File: config.mk
export PLATFORM = sky130hd
export DESIGN_NAME = luna_vga_top
export DESIGN_NICKNAME = d
export VERILOG_FILES = /design/src/rtl/luna_vga_top.sv
export SDC_FILE = /design/constraint.sdc
export NUM_CORES = 1
export LEC_CHECK = 0
export ABC_CLOCK_PERIOD_IN_PS = 6730
export BUFFER_PORTS_ARGS = -buffer_cell sky130_fd_sc_hd__clkbuf_2
export CORE_ASPECT_RATIO = 1.1
export CORE_UTILIZATION = 50
export CTS_CLUSTER_DIAMETER = 50
export DETAILED_ROUTE_END_ITERATION = 8
export PLACE_DENSITY = 0.72
export SYNTH_ARGS = -nofsm -noshare
export SYNTH_HDL_FRONTEND = slang
export SYNTH_SLANG_ARGS = --single-unit
File: constraint.sdc
create_clock -name raw_clk -period 6.73 [get_ports raw_clk]
set_clock_uncertainty 0.15 [all_clocks]
set_input_delay 1.0095 -clock raw_clk [delete_from_list [all_inputs] [get_ports raw_clk]]
set_output_delay 1.0095 -clock raw_clk [all_outputs]
set_load 0.02 [all_outputs]
File: src/rtl/luna_vga_top.sv
// Luna display path top: pixel-rate clock enable, 640x480@60 VGA timing, RGB test pattern
// and a frame counter on the LEDs. Define VGA_COLOR_BARS_EN to replace the pattern with 8 colour bars.
module luna_vga_top #(
  parameter int CLK_DIV  = 4,
  parameter int H_ACTIVE = 640,
  parameter int H_FP     = 16,
  parameter int H_SYNC   = 96,
  parameter int H_BP     = 48,
  parameter int V_ACTIVE = 480,
  parameter int V_FP     = 10,
  parameter int V_SYNC   = 2,
  parameter int V_BP     = 33
) (
  input  logic        raw_clk,
  input  logic        rst,
  output logic [15:0] leds,
  output logic        hsync,
  output logic        vsync,
  output logic [3:0]  red,
  output logic [3:0]  green,
  output logic [3:0]  blue
);

  localparam int H_TOTAL = H_ACTIVE + H_FP + H_SYNC + H_BP;
  localparam int V_TOTAL = V_ACTIVE + V_FP + V_SYNC + V_BP;
  // One spare code so sync-end boundaries equal to the total still fit.
  localparam int HW = $clog2(H_TOTAL + 1);
  localparam int VW = $clog2(V_TOTAL + 1);
  localparam int DW = (CLK_DIV > 1) ? $clog2(CLK_DIV) : 1;
  localparam int XW = HW + VW + 8;

  localparam logic [DW-1:0] DIV_LAST     = DW'(CLK_DIV - 1);
  localparam logic [HW-1:0] H_LAST       = HW'(H_TOTAL - 1);
  localparam logic [HW-1:0] H_ACT        = HW'(H_ACTIVE);
  localparam logic [HW-1:0] H_SYNC_START = HW'(H_ACTIVE + H_FP);
  localparam logic [HW-1:0] H_SYNC_END   = HW'(H_ACTIVE + H_FP + H_SYNC);
  localparam logic [VW-1:0] V_LAST       = VW'(V_TOTAL - 1);
  localparam logic [VW-1:0] V_ACT        = VW'(V_ACTIVE);
  localparam logic [VW-1:0] V_SYNC_START = VW'(V_ACTIVE + V_FP);
  localparam logic [VW-1:0] V_SYNC_END   = VW'(V_ACTIVE + V_FP + V_SYNC);

  logic [DW-1:0] div_cnt_q, div_cnt_d;
  logic [HW-1:0] h_cnt_q, h_cnt_d;
  logic [VW-1:0] v_cnt_q, v_cnt_d;
  logic [15:0]   frame_cnt_q, frame_cnt_d;
  logic          hsync_q, hsync_d;
  logic          vsync_q, vsync_d;
  logic [3:0]    red_q, red_d;
  logic [3:0]    green_q, green_d;
  logic [3:0]    blue_q, blue_d;
  logic          pix_en;
  logic          active;
`ifdef VGA_COLOR_BARS_EN
  logic [2:0]    bar;
`endif

  // pix_en is a one-raw-clock strobe; with CLK_DIV=1 DIV_LAST is 0 and it stays high.
  assign pix_en = (div_cnt_q == DIV_LAST);

  always_comb begin
    div_cnt_d   = pix_en ? '0 : div_cnt_q + DW'(1);
    h_cnt_d     = h_cnt_q;
    v_cnt_d     = v_cnt_q;
    frame_cnt_d = frame_cnt_q;
    if (pix_en) begin
      if (h_cnt_q == H_LAST) begin
        h_cnt_d = '0;
        if (v_cnt_q == V_LAST) begin
          v_cnt_d     = '0;
          frame_cnt_d = frame_cnt_q + 16'd1;
        end else begin
          v_cnt_d = v_cnt_q + VW'(1);
        end
      end else begin
        h_cnt_d = h_cnt_q + HW'(1);
      end
    end
  end

  // Pixel outputs are decoded from the pre-update counters and registered on pix_en,
  // giving one pixel of latency relative to the counters.
  always_comb begin
    active  = (h_cnt_q < H_ACT) && (v_cnt_q < V_ACT);
    hsync_d = !((h_cnt_q >= H_SYNC_START) && (h_cnt_q < H_SYNC_END));
    vsync_d = !((v_cnt_q >= V_SYNC_START) && (v_cnt_q < V_SYNC_END));
    red_d   = 4'h0;
    green_d = 4'h0;
    blue_d  = 4'h0;
`ifdef VGA_COLOR_BARS_EN
    bar = 3'((XW'(h_cnt_q) << 3) / XW'(H_ACTIVE));
    if (active) begin
      red_d   = bar[2] ? 4'hF : 4'h0;
      green_d = bar[1] ? 4'hF : 4'h0;
      blue_d  = bar[0] ? 4'hF : 4'h0;
    end
`else
    if (active) begin
      red_d   = 4'(XW'(h_cnt_q) >> 2);
      green_d = 4'(XW'(v_cnt_q) >> 2);
      blue_d  = ((((XW'(h_cnt_q) ^ XW'(v_cnt_q)) >> 6) & XW'(1)) != '0) ? 4'hF : 4'h0;
    end
`endif
  end

  always_ff @(posedge raw_clk or negedge rst) begin
    if (!rst) begin
      div_cnt_q   <= '0;
      h_cnt_q     <= '0;
      v_cnt_q     <= '0;
      frame_cnt_q <= '0;
      hsync_q     <= 1'b1;
      vsync_q     <= 1'b1;
      red_q       <= 4'h0;
      green_q     <= 4'h0;
      blue_q      <= 4'h0;
    end else begin
      div_cnt_q   <= div_cnt_d;
      h_cnt_q     <= h_cnt_d;
      v_cnt_q     <= v_cnt_d;
      frame_cnt_q <= frame_cnt_d;
      if (pix_en) begin
        hsync_q <= hsync_d;
        vsync_q <= vsync_d;
        red_q   <= red_d;
        green_q <= green_d;
        blue_q  <= blue_d;
      end
    end
  end

  assign leds  = frame_cnt_q;
  assign hsync = hsync_q;
  assign vsync = vsync_q;
  assign red   = red_q;
  assign green = green_q;
  assign blue  = blue_q;

endmodule

==> results of run 1 <==
## final cells by class
cell class	instances	area, um2	area share, %
Sequential cell	49	1230	45.7
Tap cell	56	70.1	2.61
Timing Repair Buffer	33	170	6.33
Clock inverter	1	5.00	0.186
Clock buffer	7	96.3	3.59
Inverter	17	63.8	2.38
Multi-Input combinational cell	150	1050	39.2
## per-stage QoR
stage          setup slack [ns]  utilization, %  hold slack [ns]  cell area (um2)
2_1_floorplan              4.62               -            0.253             2430
3_3_place_gp               4.21            55.6            0.262             2580
3_5_place_dp               4.13            55.6            0.266             2580
4_1_cts                    4.09            57.7            0.278             2690
5_1_grt                    3.91            57.7            0.296             2690
6_report                   4.11            57.7            0.274             2690
## synth_stat cells (6+ instances only)
| cell type | count |
|---|---|
| nand3_1 | 12 |
| nand4_1 | 9 |
| xor2_1 | 21 |
| dfrtp_1 | 47 |
| inv_1 | 17 |
| nor2_1 | 10 |
| nand2_1 | 20 |
| and3_1 | 8 |
| o21ai_0 | 17 |
| ha_1 | 6 |
| xnor2_1 | 8 |
| nor3_2 | 6 |
## power groups by stage
stage | logic, W | registers [W] | clock network, W
finish | 0.00000602 | 0.000294 | 0.000192
global route | 0.00000747 | 0.000294 | 0.000206
CTS | 0.00000665 | 0.000294 | 0.000196
detailed placement | 0.00000665 | 0.000300 | 0
global placement | 0.00000645 | 0.000300 | 0
floorplan | 0.000000000525 | 0.000300 | 0
## state kept, by name, summed over array words and instances (netlist names)
signal and flops:
leds 16, h_cnt_q 10, v_cnt_q 10, green 4
red 4, div_cnt_q 2, blue 1, hsync 1
vsync 1
## cell families after synthesis
logic type / Yosys count / synth area share [%]
mux: 3 / 1.29
flops: 49 / 50.6
compound gates: 21 / 4.48
buf+inv: 31 / 6.03
simple gates: 91 / 24.0
fa+ha+maj: 6 / 3.09
xor+xnor: 29 / 10.5
## worst max-delay path: cells and delay by family (launching register included)
| kind | cells | cell delay (ns) |
|---|---|---|
| flops | 1 | 0.46 |
| simple gates | 3 | 1.53 |
| mux | 1 | 0.36 |
## worst min path at each step
stage	from	end	slack (ns)	cells past startpoint
finish	div_cnt_q[0]	div_cnt_q[0]	0.27	1
global placement	div_cnt_q[0]	div_cnt_q[0]	0.26	1
global route	div_cnt_q[0]	div_cnt_q[0]	0.30	1
floorplan	div_cnt_q[0]	div_cnt_q[0]	0.25	1
detailed placement	div_cnt_q[0]	div_cnt_q[0]	0.27	1
CTS	div_cnt_q[0]	div_cnt_q[0]	0.28	1
## routing by layer
layer  part of all wire, %  wire (um)
met5                     0          0
met4                  0.53         23
met3                   3.9        169
met2                    47       2040
met1                    49       2130
==> impl_metrics.prom, run 1 <==
# TYPE chip_impl_metric gauge
chip_impl_metric{name="synth.top_cell.area_share",unit="%"} 48.5
chip_impl_metric{name="number_of_enable_type_register_cells_in_the_synthesized_netlist",unit=""} 0
chip_impl_info{name="clockRootBuffer",value="clkbuf_8"} 1
chip_impl_info{name="r2r_start",value="v_cnt_q[6]"} 1
chip_impl_info{name="crit_slowest_cell",value="or4_1"} 1
chip_impl_metric{name="dieHeight",unit="um"} 75.1
chip_impl_metric{name="power.share.sequential",unit="%"} 59.8
chip_impl_metric{name="grt_pass1_vias",unit=""} 1508
chip_impl_metric{name="vias",unit=""} 1677
chip_impl_metric{name="nFillCells",unit=""} 418
chip_impl_metric{name="globalRouteTotalUtil",unit="%"} 18.9
chip_impl_info{name="postSynth.topFlopCell",value="dfrtp_1"} 1
chip_impl_metric{name="total_power",unit="W"} 0.000492
chip_impl_info{name="critical_path.endpoint_type",value="register"} 1
chip_impl_info{name="synth.top_cells.by_area",value="dfrtp_1, xor2_1, o21ai_0"} 1
chip_impl_metric{name="grt_overflow",unit=""} 0
chip_impl_metric{name="std_cell_rows",unit=""} 26
chip_impl_metric{name="report.final.setup_viol",unit=""} 0
chip_impl_metric{name="clk_slew_on_worst_s_h_paths",unit="ns"} 0.09
chip_impl_metric{name="worst-endpoint-required",unit="ns"} 6.76
chip_impl_metric{name="clock_insertion_delay_worst_skew",unit="ns"} 0.30
chip_impl_metric{name="final_min_period_over_clock_period",unit="%"} 39.0
chip_impl_metric{name="final.min_clock_period",unit="ns"} 2.62
chip_impl_info{name="timing.critical_path.from",value="v_cnt_q[6]"} 1
chip_impl_info{name="globalRoute.busiestLayer",value="met2"} 1
chip_impl_metric{name="cts_repair_resize_count",unit=""} 0
chip_impl_metric{name="timing_worst_slew_pin_value",unit="ns"} 0.787
chip_impl_metric{name="drtAntennaViolNets",unit=""} 0
chip_impl_metric{name="postSynth.asyncResetShare",unit="%"} 100
chip_impl_metric{name="worstRegToRegCells",unit=""} 4
chip_impl_info{name="outcome",value="finished clean"} 1
chip_impl_metric{name="cts_made_buffers",unit=""} 5
chip_impl_metric{name="total_of_buffers_placed_on_input_and_output_ports",unit=""} 31
chip_impl_info{name="cts_tree",value="done"} 1
chip_impl_metric{name="die_x",unit="um"} 68.4
chip_impl_metric{name="dr_vias_cell",unit=""} 5.36
chip_impl_metric{name="cp_data_arrival_time",unit="ns"} 2.65
chip_impl_metric{name="grt_pass1_wl",unit="mm"} 7.17
chip_impl_metric{name="pwr-share-comb",unit="%"} 1.2
chip_impl_metric{name="mappedNetlistNets",unit=""} 238
chip_impl_metric{name="num_antenna_cells",unit=""} 0
chip_impl_metric{name="cts.sinks",unit=""} 49
chip_impl_metric{name="cts.hold.buffers_added",unit=""} 0
chip_impl_metric{name="final-instance-count-excl-fill",unit=""} 313
chip_impl_info{name="min-delay-path-class",value="register to register"} 1
chip_impl_info{name="worst_r2r_endpoint",value="leds[1]"} 1
chip_impl_info{name="kind_of_start_point_of_the_critical_path",value="register"} 1
chip_impl_metric{name="rrSetupSlack",unit="ns"} 4.11
chip_impl_metric{name="detail_route.wl_per_cell",unit="um"} 14.0
chip_impl_metric{name="fin_tns_setup",unit="ns"} 0
chip_impl_metric{name="synth-warning-count",unit=""} 0
chip_impl_metric{name="total_switching_power",unit="W"} 0.000104
chip_impl_metric{name="leakagePower",unit="nW"} 1.34
chip_impl_metric{name="switching_share",unit="%"} 21.1
chip_impl_metric{name="ctsLongestPathBuffers",unit=""} 2
chip_impl_metric{name="initial_cell_density_of_the_core",unit="%"} 52.2
chip_impl_metric{name="number_of_optimization_iterations_in_the_first_detailed_route_pass",unit=""} 4
chip_impl_metric{name="dr.first_iter.drc_count",unit=""} 105
chip_impl_metric{name="pin_count_of_the_biggest_net_entering_global_routing",unit=""} 50
chip_impl_metric{name="max_freq",unit="MHz"} 381
chip_impl_metric{name="globalRouteMet2Util",unit="%"} 28.3
chip_impl_metric{name="globalplace.congestion",unit=""} 0.806
chip_impl_metric{name="yosys.cell_types.count",unit=""} 37
chip_impl_metric{name="postCtsSetupRepairBufs",unit=""} 0
chip_impl_info{name="critical_path.endpoint",value="leds[1]"} 1
chip_impl_metric{name="total_instance_count_after_detailed_placement",unit=""} 305
chip_impl_metric{name="postSynthCellCount",unit=""} 230
chip_impl_metric{name="maxCapViolations",unit=""} 0
chip_impl_metric{name="synth_area",unit="mm2"} 0.00243
chip_impl_metric{name="finalHoldViolCount",unit=""} 0
chip_impl_info{name="rsz0062_at_grt",value="no"} 1
chip_impl_info{name="most-common-layout-cells",value="dfrtp_1, clkbuf_2, xor2_1"} 1
chip_impl_metric{name="postRouteWirelength",unit="mm"} 4.37
chip_impl_info{name="path_cells",value="or3_1, or4_1, nor2_2, mux2_1"} 1
chip_impl_metric{name="floorplan.core_area",unit="mm2"} 0.00465
chip_impl_metric{name="number_of_antenna_violations_at_the_first_check_in_global_routing",unit=""} 0
chip_impl_info{name="timing_worst_setup_path_type",value="register to register"} 1
chip_impl_metric{name="final_max_slew_viol_count",unit=""} 0
chip_impl_metric{name="dp_hpwl",unit="mm"} 2.97
chip_impl_metric{name="critical_path_peak_fanout",unit=""} 18
chip_impl_metric{name="fin_nets",unit=""} 264
chip_impl_metric{name="postSynthRegisterBits",unit=""} 49
chip_impl_metric{name="yosysSeqAreaShare",unit="%"} 50.6
chip_impl_metric{name="synthesis.area_per_instance",unit="um2"} 10.6
chip_impl_metric{name="area_delta_synth_final",unit="%"} 10.7
chip_impl_metric{name="maxSlewHeadroom",unit="%"} 47.6
chip_impl_metric{name="power.share.clock",unit="%"} 39.0
chip_impl_metric{name="boundaryPins",unit=""} 32
chip_impl_info{name="synth_top_cell_by_area",value="dfrtp_1"} 1
chip_impl_metric{name="slowest_delay",unit="ns"} 0.78
chip_impl_metric{name="grt_util_met3",unit="%"} 4.55
chip_impl_metric{name="met1_usage",unit="%"} 26.7
chip_impl_metric{name="power_report.internal_total",unit="W"} 0.000388
chip_impl_metric{name="power.density",unit="mW/mm2"} 183
chip_impl_metric{name="drive_gt1_share",unit="%"} 22.2
chip_impl_metric{name="irDropWorstVdd",unit="V"} 0.000111
chip_impl_metric{name="clock_tree.htree_level_count",unit=""} 2
chip_impl_metric{name="total_drc_errors_in_the_routed_layout",unit=""} 0
chip_impl_metric{name="dieArea",unit="mm2"} 0.00514
chip_impl_info{name="layout_commonest_cell",value="dfrtp_1"} 1
Note: power is estimated with default switching activity, not from simulation.
==> inputs of run 2 (changes only) <==
ABC_AREA = 1   (was default)
ABC_CLOCK_PERIOD_IN_PS = 2600   (was 6730)
PLACE_DENSITY = 0.71   (was 0.72)
clock period = 2.6 ns   (was 6.73 ns; I/O delays follow)
==> run 2 against run 1 <==
  * First-iteration DRC count grew 2.9%
  * Synthesized area grew 16%
  * Setup slack lost 3.4 ns
  * Highest routed layer unchanged
==> impl_metrics.prom, run 2 <==
# TYPE chip_impl_metric gauge
chip_impl_metric{name="maxCapViolations",unit=""} 0
chip_impl_info{name="cts_tree",value="done"} 1
chip_impl_metric{name="maxSlewHeadroom",unit="%"} 59.6
chip_impl_metric{name="clk_slew_on_worst_s_h_paths",unit="ns"} 0.09
chip_impl_metric{name="cts.sinks",unit=""} 49
chip_impl_metric{name="synthesis.area_per_instance",unit="um2"} 7.59
chip_impl_info{name="kind_of_start_point_of_the_critical_path",value="register"} 1
chip_impl_metric{name="floorplan.core_area",unit="mm2"} 0.00540
chip_impl_metric{name="postSynthRegisterBits",unit=""} 49
chip_impl_metric{name="fin_nets",unit=""} 409
chip_impl_info{name="critPathTopFamily",value="simple AND/OR/NAND/NOR gates"} 1
chip_impl_metric{name="dr_vias_cell",unit=""} 5.11
chip_impl_metric{name="number_of_antenna_violations_at_the_first_check_in_global_routing",unit=""} 0
chip_impl_metric{name="vias",unit=""} 2437
chip_impl_info{name="most-common-layout-cells",value="nand2_1, dfrtp_1, inv_1"} 1
chip_impl_metric{name="total_power",unit="W"} 0.00127
chip_impl_metric{name="clock_insertion_delay_worst_skew",unit="ns"} 0.30
chip_impl_metric{name="initial_cell_density_of_the_core",unit="%"} 52.1
chip_impl_metric{name="pin_count_of_the_biggest_net_entering_global_routing",unit=""} 25
chip_impl_metric{name="max_freq",unit="MHz"} 529
chip_impl_info{name="whs_endpoint",value="div_cnt_q[0]"} 1
chip_impl_metric{name="critical_path_peak_fanout",unit=""} 13
chip_impl_metric{name="number_of_optimization_iterations_in_the_first_detailed_route_pass",unit=""} 4
chip_impl_metric{name="cts_made_buffers",unit=""} 5
chip_impl_metric{name="globalRouteTotalUtil",unit="%"} 22.5
chip_impl_metric{name="rrSetupSlack",unit="ns"} 0.71
chip_impl_info{name="critical_path.endpoint_type",value="register"} 1
chip_impl_info{name="synth_top_cell_by_area",value="dfrtp_1"} 1
chip_impl_metric{name="std_cell_rows",unit=""} 28
chip_impl_metric{name="grt_overflow",unit=""} 0
chip_impl_info{name="yosysMostFrequentCell",value="nand2_1"} 1
chip_impl_metric{name="postSynthCellCount",unit=""} 370
chip_impl_info{name="yosys-top-cells-count",value="nand2_1, dfrtp_1, inv_1"} 1
chip_impl_metric{name="globalplace.congestion",unit=""} 0.839
chip_impl_metric{name="number_of_enable_type_register_cells_in_the_synthesized_netlist",unit=""} 0
chip_impl_metric{name="grt_pass1_vias",unit=""} 2205
chip_impl_metric{name="drtAntennaViolNets",unit=""} 0
chip_impl_metric{name="yosysSeqAreaShare",unit="%"} 43.7
chip_impl_metric{name="final_max_slew_viol_count",unit=""} 0
chip_impl_metric{name="largest_reg_flops",unit=""} 16
chip_impl_metric{name="dp_hpwl",unit="mm"} 4.50
chip_impl_info{name="min-delay-path-class",value="register to register"} 1
chip_impl_metric{name="grt_pass1_wl",unit="mm"} 10.2
chip_impl_metric{name="irDropWorstVdd",unit="V"} 0.000191
chip_impl_metric{name="fin_tns_setup",unit="ns"} 0
chip_impl_info{name="timing_worst_setup_path_type",value="register to register"} 1
chip_impl_info{name="path_cells",value="ha_1, inv_1, nor2_4, nand4_4, nor2_4, inv_1, nand2_1, nand2_1"} 1
chip_impl_metric{name="synth_area",unit="mm2"} 0.00281
chip_impl_metric{name="final.min_clock_period",unit="ns"} 1.89
chip_impl_metric{name="die_x",unit="um"} 73.5
chip_impl_metric{name="worst-endpoint-required",unit="ns"} 2.65
chip_impl_metric{name="worstRegToRegCells",unit=""} 8
chip_impl_info{name="rsz0062_at_grt",value="no"} 1
chip_impl_metric{name="total_drc_errors_in_the_routed_layout",unit=""} 0
chip_impl_metric{name="clock_tree.htree_level_count",unit=""} 2
chip_impl_metric{name="final_min_period_over_clock_period",unit="%"} 72.7
chip_impl_metric{name="cp_data_arrival_time",unit="ns"} 1.94
chip_impl_info{name="worst_r2r_endpoint",value="leds[2]"} 1
chip_impl_info{name="layout_commonest_cell",value="nand2_1"} 1
chip_impl_metric{name="final_cell_utilization_of_the_core",unit="%"} 57.5
chip_impl_info{name="synth.top_cells.by_area",value="dfrtp_1, nand2_1, inv_1"} 1
chip_impl_info{name="r2r_start",value="h_cnt_q[1]"} 1
chip_impl_metric{name="yosys.cell_types.count",unit=""} 32
chip_impl_info{name="crit_slowest_cell",value="dfrtp_1"} 1
chip_impl_metric{name="slowest_delay",unit="ns"} 0.41
chip_impl_metric{name="power.density",unit="mW/mm2"} 411
chip_impl_metric{name="mappedNetlistNets",unit=""} 378
chip_impl_metric{name="timing_worst_slew_pin_value",unit="ns"} 0.606
chip_impl_metric{name="worst-path-buf-inv",unit=""} 2
chip_impl_info{name="clockRootBuffer",value="clkbuf_8"} 1
chip_impl_metric{name="drive_gt1_share",unit="%"} 15.9
chip_impl_metric{name="postRouteWirelength",unit="mm"} 6.08
chip_impl_metric{name="total_of_buffers_placed_on_input_and_output_ports",unit=""} 31
chip_impl_metric{name="cts_repair_resize_count",unit=""} 0
chip_impl_metric{name="report.final.setup_viol",unit=""} 0
chip_impl_metric{name="synth.top_cell.area_share",unit="%"} 41.9
chip_impl_metric{name="finalHoldViolCount",unit=""} 0
chip_impl_info{name="outcome",value="finished clean"} 1
chip_impl_metric{name="min_path_cells",unit=""} 1
chip_impl_info{name="worst_hold_startpoint",value="div_cnt_q[0]"} 1
chip_impl_metric{name="boundaryPins",unit=""} 32
chip_impl_metric{name="ctsLongestPathBuffers",unit=""} 2
chip_impl_metric{name="dieArea",unit="mm2"} 0.00592
chip_impl_metric{name="detail_route.wl_per_cell",unit="um"} 12.8
chip_impl_metric{name="area_delta_synth_final",unit="%"} 10.4
chip_impl_metric{name="dieHeight",unit="um"} 80.6
chip_impl_metric{name="postSynth.asyncResetShare",unit="%"} 100
chip_impl_metric{name="dr.first_iter.drc_count",unit=""} 108
chip_impl_metric{name="leakagePower",unit="nW"} 1.55
chip_impl_metric{name="num_antenna_cells",unit=""} 0
chip_impl_info{name="postSynth.topFlopCell",value="dfrtp_1"} 1
chip_impl_metric{name="synth-warning-count",unit=""} 0
run 2: worst max-delay path by stage:
stage	end	slack [ns]	from	cells past startpoint
floorplan	leds[12]	0.97	leds[0]	8
global placement	leds[2]	0.78	h_cnt_q[1]	8
detailed placement	leds[10]	0.75	v_cnt_q[1]	9
CTS	leds[2]	0.71	h_cnt_q[1]	8
global route	leds[2]	0.52	h_cnt_q[1]	8
finish	leds[2]	0.71	h_cnt_q[1]	8
run 2: layer usage:
layer	wire (um)	part of all wire, %	vias up	global-route usage (%)
met4	99	1.6	0	8.08
met5	0	0	-	0
met2	3050	50	66	37.8
li1	-	-	1225	-
met3	268	4.4	12	4.14
met1	2670	44	1134	28.7
run 2: stage by stage:
step	worst slack, ns	area [um2]	hold WS [ns]	std cells
floorplan	0.968	2810	-0.0556	370
global placement	0.778	2990	0.267	468
detailed placement	0.751	2990	0.278	468
CTS	0.709	3100	0.300	477
global route	0.519	3100	0.307	477
finish	0.710	3100	0.302	477
run 2: final cells by class:
type,instances,area [um2]
fillers,528,2290
flip-flops and latches,49,1230
multi-input cells,266,1330
repair buffers,35,188
inverters,44,165
clock inverters,1,5.00
clock buffers,7,96.3
well taps,75,93.8
run 2: cells by family after synthesis:
kind of cell | share of synthesized area (%)
adders and majority gates | 2.67
buffers and inverters | 9.09
and+or+nand+nor | 34.5
DFF | 43.7
xor gates and xnor gates | 3.07
AOI/OAI and AO/OA | 6.90
run 2: what timing repair did:
action                                 CTS  global route
endpoints found under the hold margin   20             0
setup endpoints to repair                0             0
setup buffers                            0             0
hold buffers                             1             0
run 2: report_power, final:
part           total [W]  switching [W]  internal [W]
logic          0.0000184      0.0000149    0.00000344
clock network   0.000495       0.000254      0.000241
registers       0.000761              0      0.000761
total            0.00127       0.000269       0.00101
==> inputs of run 3 (changes only) <==
ABC_CLOCK_PERIOD_IN_PS = 1700   (was 2600)
PLACE_DENSITY = 0.74   (was 0.71)
clock period = 1.7 ns   (was 2.6 ns; I/O delays follow)
==> run 3 against run 2 <==
  * The flow now finishes with violations (setup timing)
  * Setup slack got worse by 0.72 ns
  * Critical path type unchanged
  * Sequential power grew 52%
  * Sequential share of layout area down 4.6 points
  * Via count rose by 5.8%
==> impl_metrics.prom, run 3 (synthesis results as in run 2) <==
# TYPE chip_impl_metric gauge
chip_impl_metric{name="total_instance_count_after_detailed_placement",unit=""} 489
chip_impl_metric{name="irDropWorstVdd",unit="V"} 0.000567
chip_impl_info{name="timing.critical_path.mode_cell",value="nand2_2"} 1
chip_impl_info{name="outcome",value="finished with violations"} 1
chip_impl_metric{name="number_of_optimization_iterations_in_the_first_detailed_route_pass",unit=""} 4
chip_impl_metric{name="max_freq",unit="MHz"} 584
chip_impl_metric{name="clock_insertion_delay_worst_skew",unit="ns"} 0.30
chip_impl_metric{name="nFillCells",unit=""} 483
chip_impl_metric{name="cp_data_arrival_time",unit="ns"} 1.75
chip_impl_metric{name="grt_pass1_vias",unit=""} 2362
chip_impl_metric{name="detail_route.wl_per_cell",unit="um"} 13.0
chip_impl_metric{name="seq_area",unit="mm2"} 0.00123
chip_impl_info{name="clockRootBuffer",value="clkbuf_8"} 1
chip_impl_metric{name="total_power",unit="W"} 0.00187
chip_impl_metric{name="slowest_delay",unit="ns"} 0.41
chip_impl_metric{name="globalRouteTotalUtil",unit="%"} 22.7
chip_impl_metric{name="worst-endpoint-required",unit="ns"} 1.74
chip_impl_info{name="min-delay-path-class",value="input pin to asynchronous set/reset pin"} 1
chip_impl_metric{name="worstRegToRegCells",unit=""} 10
chip_impl_metric{name="largest_reg_flops",unit=""} 16
chip_impl_metric{name="final-instance-count-excl-fill",unit=""} 513
chip_impl_metric{name="rrSetupSlack",unit="ns"} -0.01
chip_impl_metric{name="grt_pass1_wl",unit="mm"} 10.3
chip_impl_info{name="most-common-layout-cells",value="nand2_1, dfrtp_1, inv_1"} 1
chip_impl_metric{name="dr_vias_cell",unit=""} 5.03
chip_impl_metric{name="fin_nets",unit=""} 445
chip_impl_metric{name="final_min_period_over_clock_period",unit="%"} 101
chip_impl_info{name="timing_worst_setup_path_type",value="register to register"} 1
chip_impl_metric{name="total_of_buffers_placed_on_input_and_output_ports",unit=""} 31
chip_impl_info{name="failed_checks",value="setup timing"} 1
chip_impl_info{name="timing.critical_path.from",value="v_cnt_q[1]"} 1
chip_impl_info{name="critical_path.endpoint_type",value="register"} 1
chip_impl_metric{name="number_of_antenna_violations_at_the_first_check_in_global_routing",unit=""} 0
chip_impl_metric{name="final.min_clock_period",unit="ns"} 1.71
chip_impl_metric{name="boundaryPins",unit=""} 32
chip_impl_metric{name="post_dp_cell_area",unit="mm2"} 0.00317
chip_impl_metric{name="dp_hpwl",unit="mm"} 4.73
chip_impl_metric{name="maxCapViolations",unit=""} 0
chip_impl_metric{name="drive_gt1_share",unit="%"} 28.5
chip_impl_metric{name="area_delta_synth_final",unit="%"} 25.2
chip_impl_info{name="kind_of_start_point_of_the_critical_path",value="register"} 1
chip_impl_metric{name="critical_path_peak_fanout",unit=""} 7
chip_impl_metric{name="report.final.setup_viol",unit=""} 3
chip_impl_metric{name="dr.first_iter.drc_count",unit=""} 156
chip_impl_metric{name="vias",unit=""} 2579
chip_impl_info{name="path_cells",value="inv_2, ha_4, buf_4, nand2_2, nor2_2, nand2_2, nor2_4, clkinvlp_4, nand2_2, nand2_1"} 1
chip_impl_metric{name="grt_overflow",unit=""} 0
chip_impl_metric{name="multi_input_comb_area",unit="mm2"} 0.00143
chip_impl_metric{name="drtAntennaViolNets",unit=""} 0
chip_impl_info{name="r2r_start",value="v_cnt_q[1]"} 1
chip_impl_metric{name="pin_count_of_the_biggest_net_entering_global_routing",unit=""} 20
chip_impl_metric{name="finalHoldViolCount",unit=""} 0
chip_impl_metric{name="clk_slew_on_worst_s_h_paths",unit="ns"} 0.09
chip_impl_metric{name="dieArea",unit="mm2"} 0.00592
chip_impl_metric{name="cts.sinks",unit=""} 49
chip_impl_metric{name="std_cell_rows",unit=""} 28
chip_impl_metric{name="postRouteWirelength",unit="mm"} 6.67
chip_impl_metric{name="power.density",unit="mW/mm2"} 533
chip_impl_info{name="cts_tree",value="done"} 1
chip_impl_metric{name="clock_tree.htree_level_count",unit=""} 2
chip_impl_metric{name="dieHeight",unit="um"} 80.6
chip_impl_metric{name="initial_cell_density_of_the_core",unit="%"} 52.1
chip_impl_metric{name="num_antenna_cells",unit=""} 0
chip_impl_metric{name="cts_made_buffers",unit=""} 5
chip_impl_metric{name="postLayoutCellArea",unit="mm2"} 0.00352
chip_impl_metric{name="final_max_slew_viol_count",unit=""} 0
chip_impl_metric{name="maxSlewHeadroom",unit="%"} 64.1
chip_impl_metric{name="die_x",unit="um"} 73.5
chip_impl_metric{name="globalplace.congestion",unit=""} 0.899
chip_impl_info{name="worst_r2r_endpoint",value="leds[5]"} 1
chip_impl_metric{name="timing_worst_slew_pin_value",unit="ns"} 0.539
chip_impl_metric{name="ctsLongestPathBuffers",unit=""} 2
chip_impl_metric{name="leakagePower",unit="nW"} 1.75
chip_impl_info{name="layout_commonest_cell",value="nand2_1"} 1
chip_impl_metric{name="total_drc_errors_in_the_routed_layout",unit=""} 0
chip_impl_metric{name="postLayoutSetupSlackWorst",unit="ns"} -0.0113
chip_impl_info{name="rsz0062_at_grt",value="yes"} 1
chip_impl_info{name="crit_slowest_cell",value="dfrtp_1"} 1
chip_impl_metric{name="floorplan.core_area",unit="mm2"} 0.00540
-- run 3: changes by cell type in the layout (fill, tap and decap cells not counted), sizes merged --
| cell | before | now |
|---|---|---|
| inv | 44 | 43 |
| nor2 | 39 | 40 |
| buf | 3 | 37 |
| clkbuf | 38 | 37 |
| clkinvlp | 0 | 2 |
| clkinv | 1 | 2 |
-- run 3: layer usage --
metal / global-route usage [%] / vias up / wire [um]
met5: 0 / - / 0
met2: 39.9 / 60 / 3420
met3: 4.89 / 13 / 206
met4: 8.08 / 0 / 110
li1: - / 1302 / -
met1: 27.0 / 1204 / 2930
-- run 3: per-stage QoR --
stage	setup WS (ns)	hold WS (ns)	utilization [%]	TNS, ns
2_1_floorplan	0.0680	-0.191	-	0
3_3_place_gp	-0.00238	0.113	58.8	-0.00238
3_5_place_dp	-0.0329	0.107	58.8	-0.0974
4_1_cts	0.0126	0.284	61.0	0
5_1_grt	-0.0948	0.348	65.2	-1.38
6_report	-0.0113	0.315	65.2	-0.0128
-- run 3: what timing repair did --
| item | 4_1_cts | 5_1_grt |
|---|---|---|
| setup endpoints to repair | 5 | 27 |
| cloned | 0 | 2 |
| hold buffers | 1 | 0 |
| gates resized for setup | 0 | 35 |
| pin swaps | 1 | 18 |
| setup buffers | 1 | 12 |
| hold endpoints to repair | 15 | 0 |
-- run 3: final cells by class --
| cell class | count | area share, % |
|---|---|---|
| clock buffer | 5 | 1.96 |
| clock inverter | 3 | 0.498 |
| inverter | 44 | 4.80 |
| multi-input combinational | 267 | 40.5 |
| sequential | 49 | 35.0 |
| tap | 75 | 2.67 |
| timing repair buffer | 70 | 14.6 |
-- run 3: worst max-delay path: cells and delay by family, from the launching register on --
family | cells | cell delay (ns)
DFF | 1 | 0.41
and+or+nand+nor | 6 | 0.49
buffers and inverters | 3 | 0.40
adders and majority gates | 1 | 0.15
-- run 3: power breakdown --
| group | internal (W) | leakage [nW] | switching [W] | total [W] |
|---|---|---|---|---|
| sequential | 0.00116 | 0.657 | 0 | 0.00116 |
| clock | 0.000285 | 0.0439 | 0.000389 | 0.000674 |
| combinational | 0.0000113 | 1.05 | 0.0000248 | 0.0000361 |
| total | 0.00146 | 1.75 | 0.000414 | 0.00187 |
-- run 3: how the worst max path moves through the flow --
stage	end	slack [ns]
floorplan	leds[12]	0.07
global placement	h_cnt_q[5]	-0.002
detailed placement	leds[8]	-0.03
CTS	h_cnt_q[7]	0.01
global route	leds[3]	-0.09
finish	leds[5]	-0.01
